--- src/rtl/alu_pkg.sv ---
// Shared op codes, FSM state encoding and small helpers for the sequential ALU.
package alu_pkg;

  typedef logic [2:0] op_t;

  localparam op_t OP_ADD = 3'd0;
  localparam op_t OP_SUB = 3'd1;
  localparam op_t OP_AND = 3'd2;
  localparam op_t OP_OR  = 3'd3;
  localparam op_t OP_XOR = 3'd4;
  localparam op_t OP_SHL = 3'd5;
  localparam op_t OP_SHR = 3'd6;
  localparam op_t OP_MUL = 3'd7;

  typedef enum logic [1:0] {
    S_IDLE = 2'd0,
    S_BUSY = 2'd1,
    S_DONE = 2'd2
  } state_t;

  function automatic logic is_mul(input op_t op);
    return op == OP_MUL;
  endfunction

endpackage

--- src/rtl/alu_seq_if.sv ---
// Operand offer and result return channels of the sequential ALU.
interface alu_seq_if
  import alu_pkg::*;
#(
  parameter int W = 8
);
  logic           in_valid;
  logic           in_ready;
  op_t            op;
  logic [W-1:0]   a;
  logic [W-1:0]   b;
  logic           out_valid;
  logic           out_ready;
  logic [2*W-1:0] res;
  logic           carry;
  logic           ovf;
  logic           zero;

  modport master (
    output in_valid, op, a, b, out_ready,
    input  in_ready, out_valid, res, carry, ovf, zero
  );

  modport slave (
    input  in_valid, op, a, b, out_ready,
    output in_ready, out_valid, res, carry, ovf, zero
  );
endinterface

--- src/rtl/alu_mul_seq.sv ---
// Unsigned shift-add multiplier: loads on start, one LSB-first step per cycle,
// pulses done for one cycle once all W multiplier bits are consumed.
module alu_mul_seq #(
  parameter int W = 8
) (
  input  logic           clk,
  input  logic           rst,
  input  logic           start,
  input  logic [W-1:0]   a,
  input  logic [W-1:0]   b,
  output logic           done,
  output logic [2*W-1:0] prod
);
  localparam int SHW = $clog2(W);
  localparam logic [SHW:0] CNT_LAST = (SHW+1)'(W-1);

  logic [2*W-1:0] mcand_reg;
  logic [2*W-1:0] acc_reg;
  logic [W-1:0]   mplier_reg;
  logic [SHW:0]   cnt_reg;
  logic           run_reg;
  logic           done_reg;

  always_ff @(posedge clk) begin
    if (rst) begin
      mcand_reg  <= '0;
      acc_reg    <= '0;
      mplier_reg <= '0;
      cnt_reg    <= '0;
      run_reg    <= 1'b0;
      done_reg   <= 1'b0;
    end else begin
      done_reg <= 1'b0;
      if (start) begin
        mcand_reg  <= {{W{1'b0}}, a};
        mplier_reg <= b;
        acc_reg    <= '0;
        cnt_reg    <= '0;
        run_reg    <= 1'b1;
      end else if (run_reg) begin
        if (mplier_reg[0]) begin
          acc_reg <= acc_reg + mcand_reg;
        end
        mcand_reg  <= mcand_reg << 1;
        mplier_reg <= mplier_reg >> 1;
        cnt_reg    <= cnt_reg + 1'b1;
        // Last step lands in acc_reg on the same edge that raises done.
        if (cnt_reg == CNT_LAST) begin
          run_reg  <= 1'b0;
          done_reg <= 1'b1;
        end
      end
    end
  end

  assign done = done_reg;
  assign prod = acc_reg;
endmodule

--- src/rtl/alu_seq.sv ---
// Handshaked W-bit ALU: single-cycle ops finish on the accept edge, MUL runs
// through alu_mul_seq; results are held until the sink takes them.
module alu_seq
  import alu_pkg::*;
#(
  parameter int W = 8
) (
  input logic         clk,
  input logic         rst,
  alu_seq_if.slave    bus
);
  localparam int SHW = $clog2(W);

  state_t         state_reg;
  logic           in_ready_reg;
  logic           out_valid_reg;
  logic [2*W-1:0] res_reg;
  logic           carry_reg;
  logic           ovf_reg;
  logic           zero_reg;

  logic [W:0]     sum_w;
  logic [W:0]     diff_w;
  logic [SHW-1:0] shamt;
  logic [2*W-1:0] alu_res;
  logic           alu_carry;
  logic           alu_ovf;

  logic           mul_start;
  logic           mul_done;
  logic [2*W-1:0] mul_prod;

  always_comb begin
    sum_w     = {1'b0, bus.a} + {1'b0, bus.b};
    diff_w    = {1'b0, bus.a} - {1'b0, bus.b};
    shamt     = bus.b[SHW-1:0];
    alu_res   = '0;
    alu_carry = 1'b0;
    alu_ovf   = 1'b0;
    case (bus.op)
      OP_ADD: begin
        alu_res   = {{(W-1){1'b0}}, sum_w};
        alu_carry = sum_w[W];
        alu_ovf   = (bus.a[W-1] == bus.b[W-1]) && (sum_w[W-1] != bus.a[W-1]);
      end
      OP_SUB: begin
        // diff_w[W] is the borrow out, i.e. a < b unsigned.
        alu_res   = {{W{1'b0}}, diff_w[W-1:0]};
        alu_carry = diff_w[W];
        alu_ovf   = (bus.a[W-1] != bus.b[W-1]) && (diff_w[W-1] != bus.a[W-1]);
      end
      OP_AND:  alu_res = {{W{1'b0}}, bus.a & bus.b};
      OP_OR:   alu_res = {{W{1'b0}}, bus.a | bus.b};
      OP_XOR:  alu_res = {{W{1'b0}}, bus.a ^ bus.b};
      OP_SHL:  alu_res = {{W{1'b0}}, bus.a << shamt};
      OP_SHR:  alu_res = {{W{1'b0}}, bus.a >> shamt};
      default: alu_res = '0;
    endcase
  end

  assign mul_start = (state_reg == S_IDLE) && bus.in_valid && is_mul(bus.op);

  alu_mul_seq #(.W(W)) u_mul (
    .clk   (clk),
    .rst   (rst),
    .start (mul_start),
    .a     (bus.a),
    .b     (bus.b),
    .done  (mul_done),
    .prod  (mul_prod)
  );

  always_ff @(posedge clk) begin
    if (rst) begin
      state_reg     <= S_IDLE;
      in_ready_reg  <= 1'b1;
      out_valid_reg <= 1'b0;
      res_reg       <= '0;
      carry_reg     <= 1'b0;
      ovf_reg       <= 1'b0;
      zero_reg      <= 1'b0;
    end else begin
      case (state_reg)
        S_IDLE: begin
          if (bus.in_valid) begin
            in_ready_reg <= 1'b0;
            if (is_mul(bus.op)) begin
              state_reg <= S_BUSY;
            end else begin
              state_reg     <= S_DONE;
              out_valid_reg <= 1'b1;
              res_reg       <= alu_res;
              carry_reg     <= alu_carry;
              ovf_reg       <= alu_ovf;
              zero_reg      <= (alu_res == '0);
            end
          end
        end
        S_BUSY: begin
          if (mul_done) begin
            state_reg     <= S_DONE;
            out_valid_reg <= 1'b1;
            res_reg       <= mul_prod;
            carry_reg     <= 1'b0;
            ovf_reg       <= 1'b0;
            zero_reg      <= (mul_prod == '0);
          end
        end
        S_DONE: begin
          if (bus.out_ready) begin
            state_reg     <= S_IDLE;
            out_valid_reg <= 1'b0;
            in_ready_reg  <= 1'b1;
          end
        end
        default: begin
          state_reg     <= S_IDLE;
          in_ready_reg  <= 1'b1;
          out_valid_reg <= 1'b0;
        end
      endcase
    end
  end

  assign bus.in_ready  = in_ready_reg;
  assign bus.out_valid = out_valid_reg;
  assign bus.res       = res_reg;
  assign bus.carry     = carry_reg;
  assign bus.ovf       = ovf_reg;
  assign bus.zero      = zero_reg;
endmodule

--- src/flat_wrapper.sv ---
// flat-port wrapper written by rule: the top's interface ports become plain ports
module alu_seq_flat import alu_pkg::*;
#(
  parameter int W = 8
)
  (clk, rst, bus_in_valid, bus_op, bus_a, bus_b, bus_out_ready, bus_in_ready, bus_out_valid, bus_res, bus_carry, bus_ovf, bus_zero);
  alu_seq_if #(.W(W)) bus_i ();
  input logic clk;
  input logic rst;
  input wire logic [$bits(bus_i.in_valid)-1:0] bus_in_valid;
  input wire logic [$bits(bus_i.op)-1:0] bus_op;
  input wire logic [$bits(bus_i.a)-1:0] bus_a;
  input wire logic [$bits(bus_i.b)-1:0] bus_b;
  input wire logic [$bits(bus_i.out_ready)-1:0] bus_out_ready;
  output wire logic [$bits(bus_i.in_ready)-1:0] bus_in_ready;
  output wire logic [$bits(bus_i.out_valid)-1:0] bus_out_valid;
  output wire logic [$bits(bus_i.res)-1:0] bus_res;
  output wire logic [$bits(bus_i.carry)-1:0] bus_carry;
  output wire logic [$bits(bus_i.ovf)-1:0] bus_ovf;
  output wire logic [$bits(bus_i.zero)-1:0] bus_zero;
  assign bus_i.in_valid = bus_in_valid;
  assign bus_i.op = bus_op;
  assign bus_i.a = bus_a;
  assign bus_i.b = bus_b;
  assign bus_i.out_ready = bus_out_ready;
  assign bus_in_ready = bus_i.in_ready;
  assign bus_out_valid = bus_i.out_valid;
  assign bus_res = bus_i.res;
  assign bus_carry = bus_i.carry;
  assign bus_ovf = bus_i.ovf;
  assign bus_zero = bus_i.zero;
  alu_seq #(.W(W)) u_core (.clk(clk), .rst(rst), .bus(bus_i));
endmodule
--- config.mk ---
export PLATFORM = sky130hd
export DESIGN_NAME = alu_seq_flat
export DESIGN_NICKNAME = d
export VERILOG_FILES = /design/src/rtl/alu_pkg.sv /design/src/rtl/alu_seq_if.sv /design/src/rtl/alu_mul_seq.sv /design/src/rtl/alu_seq.sv /design/src/flat_wrapper.sv
export SDC_FILE = /design/constraint.sdc
export NUM_CORES = 1
export LEC_CHECK = 0
export ABC_AREA = 1
export CAP_MARGIN = 5
export CORE_MARGIN = 4
export CORE_UTILIZATION = 50
export DETAILED_ROUTE_END_ITERATION = 10
export GPL_ROUTABILITY_DRIVEN = 0
export MAX_ROUTING_LAYER = met4
export PLACE_DENSITY = 0.69
export SETUP_SLACK_MARGIN = 0.4
export SYNTH_ARGS = -nofsm -noshare
export SYNTH_HDL_FRONTEND = slang
export SYNTH_HIERARCHICAL = 1
export SYNTH_SLANG_ARGS = --single-unit
--- constraint.sdc ---
create_clock -name clk -period 3 [get_ports clk]
set_clock_uncertainty 0.15 [all_clocks]
set_input_delay 0.45 -clock clk [delete_from_list [all_inputs] [get_ports clk]]
set_output_delay 0.45 -clock clk [all_outputs]
set_load 0.005 [all_outputs]
==> flow_summary.ini, run 1 <==
[global_route]
grt_usage_pct = 25.5
globalRouteOverflowTotal = 0
grt_antenna_before_repair = 0
grt_pass1_wl_mm = 25.3
grt_pass1_vias = 5145
grt_max_degree = 28

[synth]
async_flop_share_pct = 0
synth_edf_count = 0
netlist_instances = 906
synth_ff_type = dfxtp_1
yosysWarnings = 6
synth.most_common_cell = nand2_1
synth_xor_area_share_pct = 0.950
synth.top_cell.area_share_pct = 25.0
synth-simple-area-share_pct = 38.0
synth_top_family_by_area = simple AND/OR/NAND/NOR gates
synth_commonest_cells = nand2_1 (262), inv_1 (145), nand3_1 (110)
synth.distinct_cells = 44
syn-cell-area_um2 = 5530
ys_seq_area_share_pct = 25.0
syn_area_per_cell_um2 = 6.11
synth_mux_area_share_pct = 0
ys_top_cells_by_area = dfxtp_1 (25%), nand2_1 (18%), nand3_1 (10%)
yosysTopAreaCell = dfxtp_1
synth_nets = 973
synth_compound_area_share_pct = 12.2
synthAdderAreaFrac_pct = 10.4
ys_seq_elements = 69

[sta]
setup_viol_count_final = 0
finalMaxSlewViolations = 0
finalWorstSetupSlack_ns = 0.420
fin_crit_sh_pct = 86.0
fmax_mhz = 388
hold_viol_final = 0
rsz0062_at_grt = true
period_minus_slack_ns = 2.58
finalSetupTns_ns = 0
maxSlewHeadroom_pct = 58.6
worstMarginPinSlew_ns = 0.620

[die]
initial_core_util_pct = 51.0
core_area_um2 = 10800
die_w_um = 113
row_count = 38
ios = 44
die_h_um = 113
dieArea_um2 = 12800

[clock_tree]
cts_tree = done
clk_latency_ns = 0.36
cts_buffers = 9
cts-root-buf = clkbuf_8
clk_pin_slew_ns = 0.07
h-tree-depth = 3
clk_path_buf_depth = 2
clock-sinks = 69
cts_setup_buffers = 0

[pwr]
p_per_area_nw_per_um2 = 351
totalPowerFinal_mw = 2.26
power.share.clock_pct = 30.0
power_frac_seq_pct = 43.6
switching_share_pct = 32.7
p_int_mw = 1.52
p_leak_nw = 3.29
power.switching_mw = 0.738
comb_power_share_pct = 26.4
vdd_drop_max_v = 0.000320

[cells_and_area]
fillCellCount = 1160
drive_gt1_share_pct = 8.14
area_delta_synth_final_pct = 16.1
final_net_count = 1033
fin_area_um2 = 6420
fin_cells = 1111
num_antenna_cells = 0

[setup_path]
cpMaxStageDelayCell = fa_2
cp.arrival_ns = 2.73
path_class = in2reg
cp_max_fo = 3
slowest_delay_ns = 0.52
path_cells = clkdlybuf4s50_1 -> inv_1 -> ha_1 -> fa_2 -> inv_1 -> nand3_1 -> nand2_1 -> clkinv_1 -> nand3_1 -> nor2_1 -> nand2_1 -> nor2_1 -> nand3_1 -> nor2_1 -> nor2_1 -> nor2_1
timing.critical_path.to_type = register
critPathLaunchType = input pin
required_ns = 3.15
cp_common_cell = nor2_1

[status]
status = finished clean

[place]
dp_slack_ns = 0.115
io_buffer_count = 43
placed_cells = 1095
placed_cell_area_um2 = 6230
hpwl_mm = 12.4

[detailed_routing]
dr_total_vias = 5759
via_per_inst = 5.18
wl_per_cell_um = 13.9
drt_iter0_drc = 472
drtPass1Iterations = 6
wirelength_mm = 15.4
drc = 0
ant_nets = 0

[worst_hold_path]
min_path_type = reg2reg

[job]
maxCapViolations = 0
power groups by stage:
stage | Sequential, mW | Clock (mW) | Combinational, mW
after detailed placement | 1.00 | 0 | 0.585
after global placement | 1.01 | 0 | 0.583
final | 0.985 | 0.677 | 0.595
after floorplan | 1.00 | 0 | 0.359
after CTS | 0.984 | 0.697 | 0.588
after global routing | 0.990 | 0.736 | 0.662
metal layers:
layer	track usage (%)	vias up	share of wire, %	wire, µm
li1	-	3024	-	-
met1	37.2	2536	51	7810
met2	36.0	179	41	6340
met3	5.35	20	6.7	1030
met4	5.69	0	1.6	242
met5	-	-	0	0
cell usage in the layout (no fill, tap or decap), types with 5 or more instances in the layout:
| cell | instances |
|---|---|
| o21ai_0 | 36 |
| o22ai_1 | 5 |
| nand3_1 | 110 |
| dfxtp_1 | 69 |
| buf_4 | 32 |
| a21oi_1 | 53 |
| nor2_1 | 67 |
| nand2_1 | 262 |
| o211ai_1 | 6 |
| clkdlybuf4s50_1 | 42 |
| ha_1 | 41 |
| inv_2 | 8 |
| inv_1 | 145 |
| nor2_2 | 6 |
| nand4_1 | 11 |
| nor2_4 | 5 |
| clkbuf_8 | 10 |
final cells by class:
class | count | area (µm²) | share of cell area (%)
multi-input cells | 655 | 3410 | 53.1
flip-flops and latches | 69 | 1380 | 21.5
repair buffers | 76 | 693 | 10.8
inverters | 155 | 584 | 9.10
well taps | 140 | 175 | 2.73
clock buffers | 10 | 138 | 2.14
clock inverters | 6 | 38.8 | 0.604
stage by stage:
stage | hold slack (ns) | util [%]
global route | 0.345 | 59.2
global placement | 0.303 | 57.5
CTS | 0.318 | 59.1
finish | 0.315 | 59.2
detailed placement | 0.308 | 57.5
floorplan | 0.286 | -
repair_timing:
item / 4_1_cts / 5_1_grt
hold buffers: 0 / 0
endpoints found under the setup margin: 0 / 4
gates resized for setup: 0 / 3
worst max-delay path, delay by kind of cell:
kind                       cells  cell delay, ns
and+or+nand+nor               10            0.85
buffers and inverters          4            0.68
adders and majority gates      2            0.75
final timing paths:
path | from | to | slack [ns] | cells after the start
setup / recovery | bus_a[0] | u_core/bus.zero | 0.42 | 16
hold / removal | u_core/bus.carry | u_core/bus.carry | 0.31 | 2
setup reg to reg | u_core/state_reg[1] | u_core/u_mul/cnt_reg[3] | 0.84 | 7
hold reg to reg | u_core/bus.carry | u_core/bus.carry | 0.31 | 2
logic make-up (layout without fill, tap and decap cells):
logic type	count (synthesis)	after routing
AO/OA/AOI/OAI	120	120
adder cells (fa/ha/maj)	44	44
AND/OR/NAND/NOR	485	485
buffers and inverters	182	247
flip-flops	69	69
XOR/XNOR	6	6
(Power assumes the default switching activity.)
==> run 2, diff against run 1 <==
--- a/config.mk
+++ b/config.mk
@@ -11,6 +11,7 @@
 export CORE_UTILIZATION = 50
 export DETAILED_ROUTE_END_ITERATION = 10
 export GPL_ROUTABILITY_DRIVEN = 0
+export GPL_TIMING_DRIVEN = 0
 export MAX_ROUTING_LAYER = met4
 export PLACE_DENSITY = 0.69
 export SETUP_SLACK_MARGIN = 0.4
==> run 2 against run 1 <==
- count of clock-buffer cells in the layout is 1 higher
- combinational power down 1%
- total power grew 4.0%
- clock power increased by 15%
- via count decreased by 0.33%
- final area fell by 0.80%
- die area did not move
- global-route usage fell by 0.48 points
- final cell count shrank 0.54%
==> flow_summary.ini, run 2 (synthesized netlist as in run 1, its figures left out) <==
[sta]
period_minus_slack_ns = 2.47
maxSlewHeadroom_pct = 64.6
finalMaxSlewViolations = 0
rsz0062_at_grt = false
worstMarginPinSlew_ns = 0.530
finalWorstSetupSlack_ns = 0.529
setup_viol_count_final = 0
fin_crit_sh_pct = 82.4
hold_viol_final = 0
fmax_mhz = 405

[die]
die_h_um = 113
die_w_um = 113
core_area_um2 = 10800
initial_core_util_pct = 51.0
row_count = 38
dieArea_um2 = 12800
ios = 44

[detailed_routing]
ant_nets = 0
wl_per_cell_um = 14.1
via_per_inst = 5.19
dr_total_vias = 5740
drtPass1Iterations = 5
wirelength_mm = 15.5
drc = 0
drt_iter0_drc = 479

[global_route]
grt_pass1_vias = 5212
globalRouteOverflowTotal = 0
grt_max_degree = 13
gr-usage-met1_pct = 34.4
grt_pass1_wl_mm = 25.4
globalRouteMet3Util_pct = 5.03
gr-usage-met2_pct = 38.2
busiest_layer = met2
grt_usage_pct = 25.0
grt_antenna_before_repair = 0

[cells_and_area]
drive_gt1_share_pct = 8.39
area_delta_synth_final_pct = 15.2
final_common_cell = nand2_1
final_net_count = 1027
num_antenna_cells = 0
utilization_pct = 58.8
final_cell_mix = nand2_1 (262), inv_1 (144), nand3_1 (110)
fin_cells = 1105
fin_area_um2 = 6370

[clock_tree]
clk_pin_slew_ns = 0.09
cts_tree = done
clock-sinks = 69
clk_path_buf_depth = 2
cts-root-buf = clkbuf_8
h-tree-depth = 3
hold_buffers = 0
cts_buffers = 9
clk_latency_ns = 0.33

[setup_path]
path_class = in2reg
cp.arrival_ns = 2.59
required_ns = 3.12
critPathLaunchType = input pin
timing.critical_path.to_type = register
ff2ff_setup_slack_ns = 0.96
cp_max_fo = 12

[place]
dp_slack_ns = -0.406
io_buffer_count = 42
placed_cell_area_um2 = 6130
hpwl_mm = 12.1
placed_cells = 1088

[worst_hold_path]
min_path_type = in2reg

[pwr]
p_leak_nw = 3.27
p_per_area_nw_per_um2 = 368
vdd_drop_max_v = 0.000249
totalPowerFinal_mw = 2.35

[status]
status = finished clean

[job]
maxCapViolations = 0
[run 2: worst max-delay path, cell delays in order]
cell	delay (ns)
clkbuf_4	0.16
buf_6	0.13
inv_1	0.09
buf_6	0.17
fa_2	0.54
inv_1	0.04
nand3_1	0.07
nand2_1	0.05
nor2_1	0.08
nand3_1	0.11
nor2_2	0.19
nand2_1	0.07
nor2_1	0.09
nand3_1	0.09
nor2_2	0.14
nor2_1	0.05
nor2_1	0.07
[run 2: final timing paths]
kind / startpoint / end / cells past startpoint
max: bus_b[1] / u_core/bus.zero / 17
min: bus_a[0] / u_core/u_mul/mcand_reg[0] / 3
max reg2reg: u_core/state_reg[1] / u_core/u_mul/prod[14] / 10
min reg2reg: u_core/bus.res[14] / u_core/bus.res[14] / 2
[run 2: area by class of cell]
class / count / area (µm²)
plain buffers: 27 / 173
clock buffers: 11 / 141
clock inverters: 5 / 58.8
fillers: 1083 / 4470
inverters: 155 / 584
multi-input cells: 655 / 3440
flip-flops and latches: 69 / 1380
well taps: 140 / 175
repair buffers: 43 / 412
[run 2: power breakdown]
part	switching, mW	leakage (nW)	internal, mW
clock network	0.371	0.0959	0.409
registers	0.0241	0.560	0.956
logic	0.354	2.62	0.232
total	0.750	3.27	1.60
[run 2: layer usage]
| layer | vias up | wire, µm |
|---|---|---|
| li1 | 2989 | - |
| met1 | 2562 | 7580 |
| met2 | 171 | 6860 |
| met3 | 18 | 925 |
| met4 | 0 | 167 |
| met5 | - | 0 |
[run 2: metrics by stage]
stage,hold WS (ns),TNS (ns)
after floorplan,0.286,0
after global placement,0.302,-1.53
after detailed placement,0.304,-1.63
after CTS,0.317,0
after global routing,0.316,0
final,0.295,0
[run 2: repair_timing]
action                                 CTS  global route
setup endpoints to repair               11             4
gates cloned                             0             0
pin swaps                                0             1
gates resized for setup                 19            24
endpoints found under the hold margin    0             0
buffers inserted                         0             1
==> run 3, diff against run 2 <==
--- a/config.mk
+++ b/config.mk
@@ -13,7 +13,7 @@
 export GPL_ROUTABILITY_DRIVEN = 0
 export GPL_TIMING_DRIVEN = 0
 export MAX_ROUTING_LAYER = met4
-export PLACE_DENSITY = 0.69
+export PLACE_DENSITY = 0.72
 export SETUP_SLACK_MARGIN = 0.4
 export SYNTH_ARGS = -nofsm -noshare
 export SYNTH_HDL_FRONTEND = slang
==> constraint.sdc (replaced) <==
create_clock -name clk -period 2.1 [get_ports clk]
set_clock_uncertainty 0.15 [all_clocks]
set_input_delay 0.315 -clock clk [delete_from_list [all_inputs] [get_ports clk]]
set_output_delay 0.315 -clock clk [all_outputs]
set_load 0.005 [all_outputs]
==> run 3 against run 2 <==
- final area is 16% higher
- utilization is 9.1 points higher
- sequential share of layout area is 2.2 points lower
- count of clock-buffer cells in the layout stayed put
- largest power group unchanged
- combinational power is 81% higher
- critical endpoint unchanged
- highest routed layer unchanged
- critical path depth stayed put
- die area stayed put
==> flow_summary.ini, run 3 (synthesized netlist as in run 1, its figures left out) <==
[place]
placed_cell_area_um2 = 6160
hpwl_mm = 12.0
dp_slack_ns = -1.01
io_buffer_count = 42

[setup_path]
cp.arrival_ns = 2.10
critPathTopFamily = simple AND/OR/NAND/NOR gates
path_cells = buf_12 -> buf_8 -> inv_6 -> buf_8 -> fa_1 -> inv_1 -> nand3_1 -> nand2_1 -> nor2_1 -> nand3_1 -> nor2_2 -> nand2_1 -> nor2_1 -> nand3_1 -> nor2_1 -> nor2_1 -> nor2_1
critPathBufInv = 5
cp_common_cell = nor2_1
path_class = in2reg
cp_max_fo = 3
slowest_delay_ns = 0.48
cpMaxStageDelayCell = fa_1
required_ns = 2.23
ff2ff_setup_slack_ns = 0.25
critPathLaunchType = input pin
timing.critical_path.to_type = register

[sta]
period_minus_slack_ns = 1.97
hold_viol_final = 0
holdWs_ns = 0.0886
rsz0062_at_grt = true
finalSetupTns_ns = 0
finalMaxSlewViolations = 0
worstMarginPinSlew_ns = 0.486
fmax_mhz = 506
fin_crit_sh_pct = 94.0
maxSlewHeadroom_pct = 67.6
finalWorstSetupSlack_ns = 0.125
setup_viol_count_final = 0

[detailed_routing]
drtPass1Iterations = 5
via_per_inst = 5.38
ant_nets = 0
drc = 0
drt_iter0_drc = 612
wirelength_mm = 16.9
wl_per_cell_um = 14.8
dr_total_vias = 6148

[clock_tree]
cts_tree = done
clk_path_buf_depth = 2
cts_buffers = 9
cts-root-buf = clkbuf_8
h-tree-depth = 3
clock-sinks = 69
clk_pin_slew_ns = 0.08
clk_latency_ns = 0.34

[cells_and_area]
final_cell_mix = nand2_1 (231), inv_1 (123), nand3_1 (97)
fin_area_um2 = 7360
area_delta_synth_final_pct = 33.0
num_antenna_cells = 0
drive_gt1_share_pct = 26.8
final_net_count = 1065
final_common_cell = nand2_1

[global_route]
busiest_layer = met2
gr-usage-met1_pct = 34.0
globalRouteMet3Util_pct = 6.36
grt_pass1_vias = 5559
grt_max_degree = 13
grt_usage_pct = 26.0
gr-usage-met2_pct = 40.6
grt_pass1_wl_mm = 26.5
grt_antenna_before_repair = 0
globalRouteOverflowTotal = 0

[pwr]
switching_share_pct = 32.6
comb_power_share_pct = 29.7
power_frac_seq_pct = 39.2
power.switching_mw = 1.17
totalPowerFinal_mw = 3.58
p_int_mw = 2.41
p_per_area_nw_per_um2 = 486
vdd_drop_max_v = 0.000492
power.share.clock_pct = 31.1
p_leak_nw = 3.56

[job]
maxCapViolations = 0

[die]
ios = 44
die_h_um = 113
row_count = 38
dieArea_um2 = 12800
initial_core_util_pct = 51.0
die_w_um = 113
core_area_um2 = 10800

[status]
status = finished clean

[worst_hold_path]
min_path_type = in2reg
[run 3: cell count changes in the layout (fill, tap and decap cells not counted), sizes merged]
cell,change
clkdlybuf4s50,-10
dlygate4sd2,-4
buf,+51
nor2,+1
clkbuf,-3
dlymetal6s2s,+3
[run 3: path summary, 6_finish.rpt]
kind | start | endpoint | cells past startpoint
hold reg to reg | u_core/bus.res[14] | u_core/bus.res[14] | 2
setup reg to reg | u_core/u_mul/mcand_reg[0] | u_core/u_mul/prod[10] | 12
hold / removal | bus_a[0] | u_core/u_mul/mcand_reg[0] | 3
setup / recovery | bus_b[1] | u_core/bus.zero | 17
[run 3: worst reg2reg max path: cells and delay by family (launching register included)]
kind / cells / cell delay, ns
fa+ha+maj: 2 / 0.51
flops: 1 / 0.34
buf+inv: 1 / 0.03
simple gates: 9 / 0.71
[run 3: repair_timing]
item | CTS | global route
buffers inserted | 17 | 18
hold buffers | 0 | 0
pin swaps | 39 | 46
setup endpoints to repair | 67 | 73
resized for setup | 201 | 98
gates cloned | 3 | 1
[run 3: routing by layer]
| layer | wire [µm] | vias to the layer above |
|---|---|---|
| met5 | 0 | - |
| met4 | 278 | 0 |
| met3 | 1000 | 28 |
| met2 | 7810 | 193 |
| met1 | 7820 | 2826 |
| li1 | - | 3101 |
[run 3: final cells by class]
cell class | count | area (µm²)
Multi-Input combinational cell | 656 | 3990
Fill cell | 944 | 3480
Sequential cell | 69 | 1430
Timing Repair Buffer | 80 | 718
Inverter | 155 | 617
Buffer | 27 | 228
Tap cell | 140 | 175
Clock buffer | 11 | 141
Clock inverter | 5 | 58.8
[run 3: power groups by stage]
stage,clock [mW],combinational [mW],sequential (mW)
floorplan,0,0.520,1.43
detailed placement,0,0.815,1.43
finish,1.11,1.06,1.40
global route,1.20,1.15,1.41
CTS,1.13,0.942,1.40
global placement,0,0.807,1.43
[run 3: through the flow]
stage               std cells  utilization [%]
finish                   1143             67.9
CTS                      1124             63.7
floorplan                 906                -
global placement         1088             56.8
global route             1143             67.9
detailed placement       1088             56.8
==> patch 1, RTL diff (config.mk and constraints of run 3) <==
`W` is set to 8 in 4 places; all go to 16.
--- a/src/rtl/alu_seq_if.sv
+++ b/src/rtl/alu_seq_if.sv
@@ -4,3 +4,3 @@
 #(
-  parameter int W = 8
+  parameter int W = 16
 );
--- a/src/rtl/alu_mul_seq.sv
+++ b/src/rtl/alu_mul_seq.sv
@@ -3,3 +3,3 @@
 module alu_mul_seq #(
-  parameter int W = 8
+  parameter int W = 16
 ) (
--- a/src/rtl/alu_seq.sv
+++ b/src/rtl/alu_seq.sv
@@ -5,3 +5,3 @@
 #(
-  parameter int W = 8
+  parameter int W = 16
 ) (
--- a/src/flat_wrapper.sv
+++ b/src/flat_wrapper.sv
@@ -3,3 +3,3 @@
 #(
-  parameter int W = 8
+  parameter int W = 16
 )
Ports: changed (resized bus_a, bus_b and bus_res); port bits go from 44 to 76. The function was not compared with the original's and may differ.
==> patch 1 against run 3 <==
  * The flow now finishes with violations (setup timing)
  * Critical path type unchanged
  * Routed wire length grew to 3.0 times the old value
  * Final area increased by 130%
  * Via count rose by 150%
  * Critical path depth shrank 1
  * Die area grew 100%
  * Total power increased by 140%
  * Fmax is 12% lower
  * Sequential cell count increased by 57
  * Synthesized area up 110%
  * Highest routed layer unchanged
  * Setup slack worse by 260 ps
==> patch 1: results <==
export IMPL_violations="setup timing"
export IMPL_p_sw_frac=0.342
export IMPL_use_met2=0.548
export IMPL_first_global_vias=13700
export IMPL_via_per_inst=5.96
export IMPL_nFillCells=1711
export IMPL_r2r_end="u_core/bus.zero$_SDFFE_PP0P_"
export IMPL_critPathSlowestCell="fa_2"
export IMPL_place_area_sq_um=13100
export IMPL_dr_pass1_iters=8
export IMPL_tns_ps=-752
export IMPL_dpl_cell_count=2416
export IMPL_postSynthCellCount=2028
export IMPL_yosysSeqAreaShare=0.216
export IMPL_syn_num_nets=2152
export IMPL_place_ws_ps=-1280
export IMPL_status="finished, violations left"
export IMPL_synth_area_leaders="dfxtp_1, nand2_1, inv_1"
export IMPL_io_buffers=75
export IMPL_clk_latency_ps=440
export IMPL_ff2ff_setup_slack_ps=-110
export IMPL_ctsHtreeMaxLevel=4
export IMPL_min_from="bus_b[13]"
export IMPL_layout_drive_gt1_share=0.306
export IMPL_synth_distinct_cells=45
export IMPL_tightest_slew_ps=761
export IMPL_wl_met3_um=5670
export IMPL_p_comb_w=0.00280
export IMPL_grt_pass1_wl_um=73100
export IMPL_met3_usage=0.0665
export IMPL_p_seq_w=0.00254
export IMPL_drt_met1_wl_um=20100
export IMPL_cts_root_buf="clkbuf_16"
export IMPL_setup_slack_ps=-132
export IMPL_postCtsSetupBuffers=65
export IMPL_fin_cells=2553
export IMPL_ctsResizeCount=515
export IMPL_dp_hpwl_um=33200
export IMPL_setup_viol=26
export IMPL_synth_top_cells_by_count="nand2_1, inv_1, nand3_1"
## patch 1: final cells by class
| type | instances | area [sq um] | area share |
|---|---|---|---|
| timing repair inverter | 1 | 6.26 | 0.000375 |
| timing repair buffer | 179 | 1760 | 0.106 |
| clock buffer | 17 | 425 | 0.0255 |
| inverter | 335 | 1320 | 0.0790 |
| tap | 313 | 392 | 0.0235 |
| multi-input combinational | 1495 | 9250 | 0.554 |
| sequential | 126 | 2630 | 0.158 |
| buffer | 73 | 674 | 0.0404 |
| clock inverter | 14 | 228 | 0.0136 |
## patch 1: kinds of logic after synthesis
family | synth area share
AO/OA/AOI/OAI | 0.132
XOR/XNOR | 0.0128
adder cells (fa/ha/maj) | 0.0932
buffers and inverters | 0.138
flip-flops | 0.216
AND/OR/NAND/NOR | 0.407
## patch 1: tightest hold or removal path: stages
cell and delay (ps):
buf_4 140, nand2_2 60, a31oi_1 70
==> patch 2, RTL diff (flow settings as in run 3) <==
Made on the original files. Reset style: asynchronous (`rst`), changed in 2 clocked blocks.
--- a/src/rtl/alu_mul_seq.sv
+++ b/src/rtl/alu_mul_seq.sv
@@ -23,3 +23,3 @@
 
-  always_ff @(posedge clk) begin
+  always_ff @(posedge clk or posedge rst) begin
     if (rst) begin
--- a/src/rtl/alu_seq.sv
+++ b/src/rtl/alu_seq.sv
@@ -72,3 +72,3 @@
 
-  always_ff @(posedge clk) begin
+  always_ff @(posedge clk or posedge rst) begin
     if (rst) begin
Behaviour: differs if rst is asserted again (counterexample within 4 cycles, from zero or initial values and one cycle with rst high); with rst held inactive, the same outputs for 10 cycles.
==> patch 2 against run 3 <==
  * Largest cell class unchanged
  * Utilization up 7.2 points
  * Setup slack better by 49 ps
  * Final area up 12%
  * Synthesized area up 2.0%
  * Fmax up 2.5%
  * Via count up 5.8%
  * Synthesized cell count down 4.1%
  * Routed wire length up 14%
  * Sequential cell count unchanged
Power is not compared: it rests on default switching activity, and its combinational part moved more than twofold at a synthesized area within 25%.
==> patch 2: results <==
export IMPL_first_global_vias=5848
export IMPL_buf_share=0.152
export IMPL_path_clk_slew_ps=60
export IMPL_whs_ps=93.5
export IMPL_dr_pass1_iters=6
export IMPL_place_area_sq_um=6510
export IMPL_n_all_inverters=139
export IMPL_crit_top_cell="nand2_2"
export IMPL_syn_num_nets=936
export IMPL_cp_max_fo=7
export IMPL_r2r_end="u_core/u_mul/prod[12]$_DFFE_PP0P_"
export IMPL_status="finished, final reports clean"
export IMPL_grt_max_degree=35
export IMPL_yosysSeqAreaShare=0.306
export IMPL_grt_pass1_wl_um=28800
export IMPL_via_per_inst=5.74
export IMPL_drt_iter0_drc=826
export IMPL_tightest_slew_ps=869
export IMPL_critPathSlowestCell="ha_4"
export IMPL_die_x_um=114
export IMPL_multiInputGateArea_sq_um=4100
export IMPL_fin_area_sq_um=8210
export IMPL_whs_endpoint="u_core/u_mul/mplier_reg[0]$_DFFE_PP0P_"
export IMPL_crit_reg2reg_launch="u_core/u_mul/mcand_reg[0]$_DFFE_PP0P_"
export IMPL_grt_usage=0.281
export IMPL_worstRegToRegCells=11
export IMPL_min_from="bus_b[0]"
export IMPL_slowest_delay_ps=310
export IMPL_regArea_sq_um=1750
export IMPL_crit_end="u_core/bus.zero$_DFFE_PP0P_"
export IMPL_ys_async_sr_fraction=1.00
export IMPL_synth_area_leaders="dfrtp_1, nand2_1, nand3_1"
export IMPL_synth_top_cells_by_count="nand2_1, inv_1, nand3_1"
-- patch 2: changes by cell type after synthesis, sizes merged, moves of 3 or more --
cell    before  now
dfxtp       69    0
dfrtp        0   68
nand2      266  296
a21oi       53   26
inv        154  139
buf         23   13
nor3         5   13
nor2        78   71
o21ai       38   31
nand4       11    7
xnor2        4    0
a211oi       3    0
a221oi       3    0
o22ai        5    8
-- patch 2: routing by layer --
layer	part of all wire	vias to the layer above	track usage
li1	-	3021	-
met1	0.42	3072	0.381
met2	0.48	353	0.459
met3	0.077	57	0.0291
met4	0.026	0	0.0618
met5	0	-	-
-- patch 2: per-stage QoR --
| step | setup TNS, ps | setup slack, ps | instances |
|---|---|---|---|
| floorplan | 0 | 202 | 869 |
| CTS | 0 | 224 | 1099 |
| global placement | -48980 | -980 | 1051 |
| finish | 0 | 174 | 1132 |
| global route | 0 | 89.3 | 1132 |
| detailed placement | -33660 | -1010 | 1052 |
-- patch 2: logic make-up (layout without fill, tap and decap cells) --
group           after synthesis  count (layout)  synth area share
flops                        69              69             0.306
fa+ha+maj                    44              44             0.102
compound gates               82              82            0.0845
xor+xnor                      3               3           0.00466
simple gates                514             515             0.390
buf+inv                     157             279             0.113
-- patch 2: repair_timing --
action | in CTS | in global routing
gates resized for setup | 207 | 123
endpoints found under the hold margin | 0 | 0
cloned | 5 | 4
hold buffers | 0 | 0
setup buffers | 26 | 29
endpoints found under the setup margin | 68 | 63
pin swaps | 32 | 58
-- patch 2: power groups by stage --
stage	Sequential [W]	Combinational, W	Clock (W)
after floorplan	0.00203	0.00194	0
after global placement	0.00212	0.00266	0
after detailed placement	0.00214	0.00275	0
after CTS	0.00219	0.00336	0.00178
after global routing	0.00225	0.00460	0.00184
final	0.00221	0.00426	0.00177
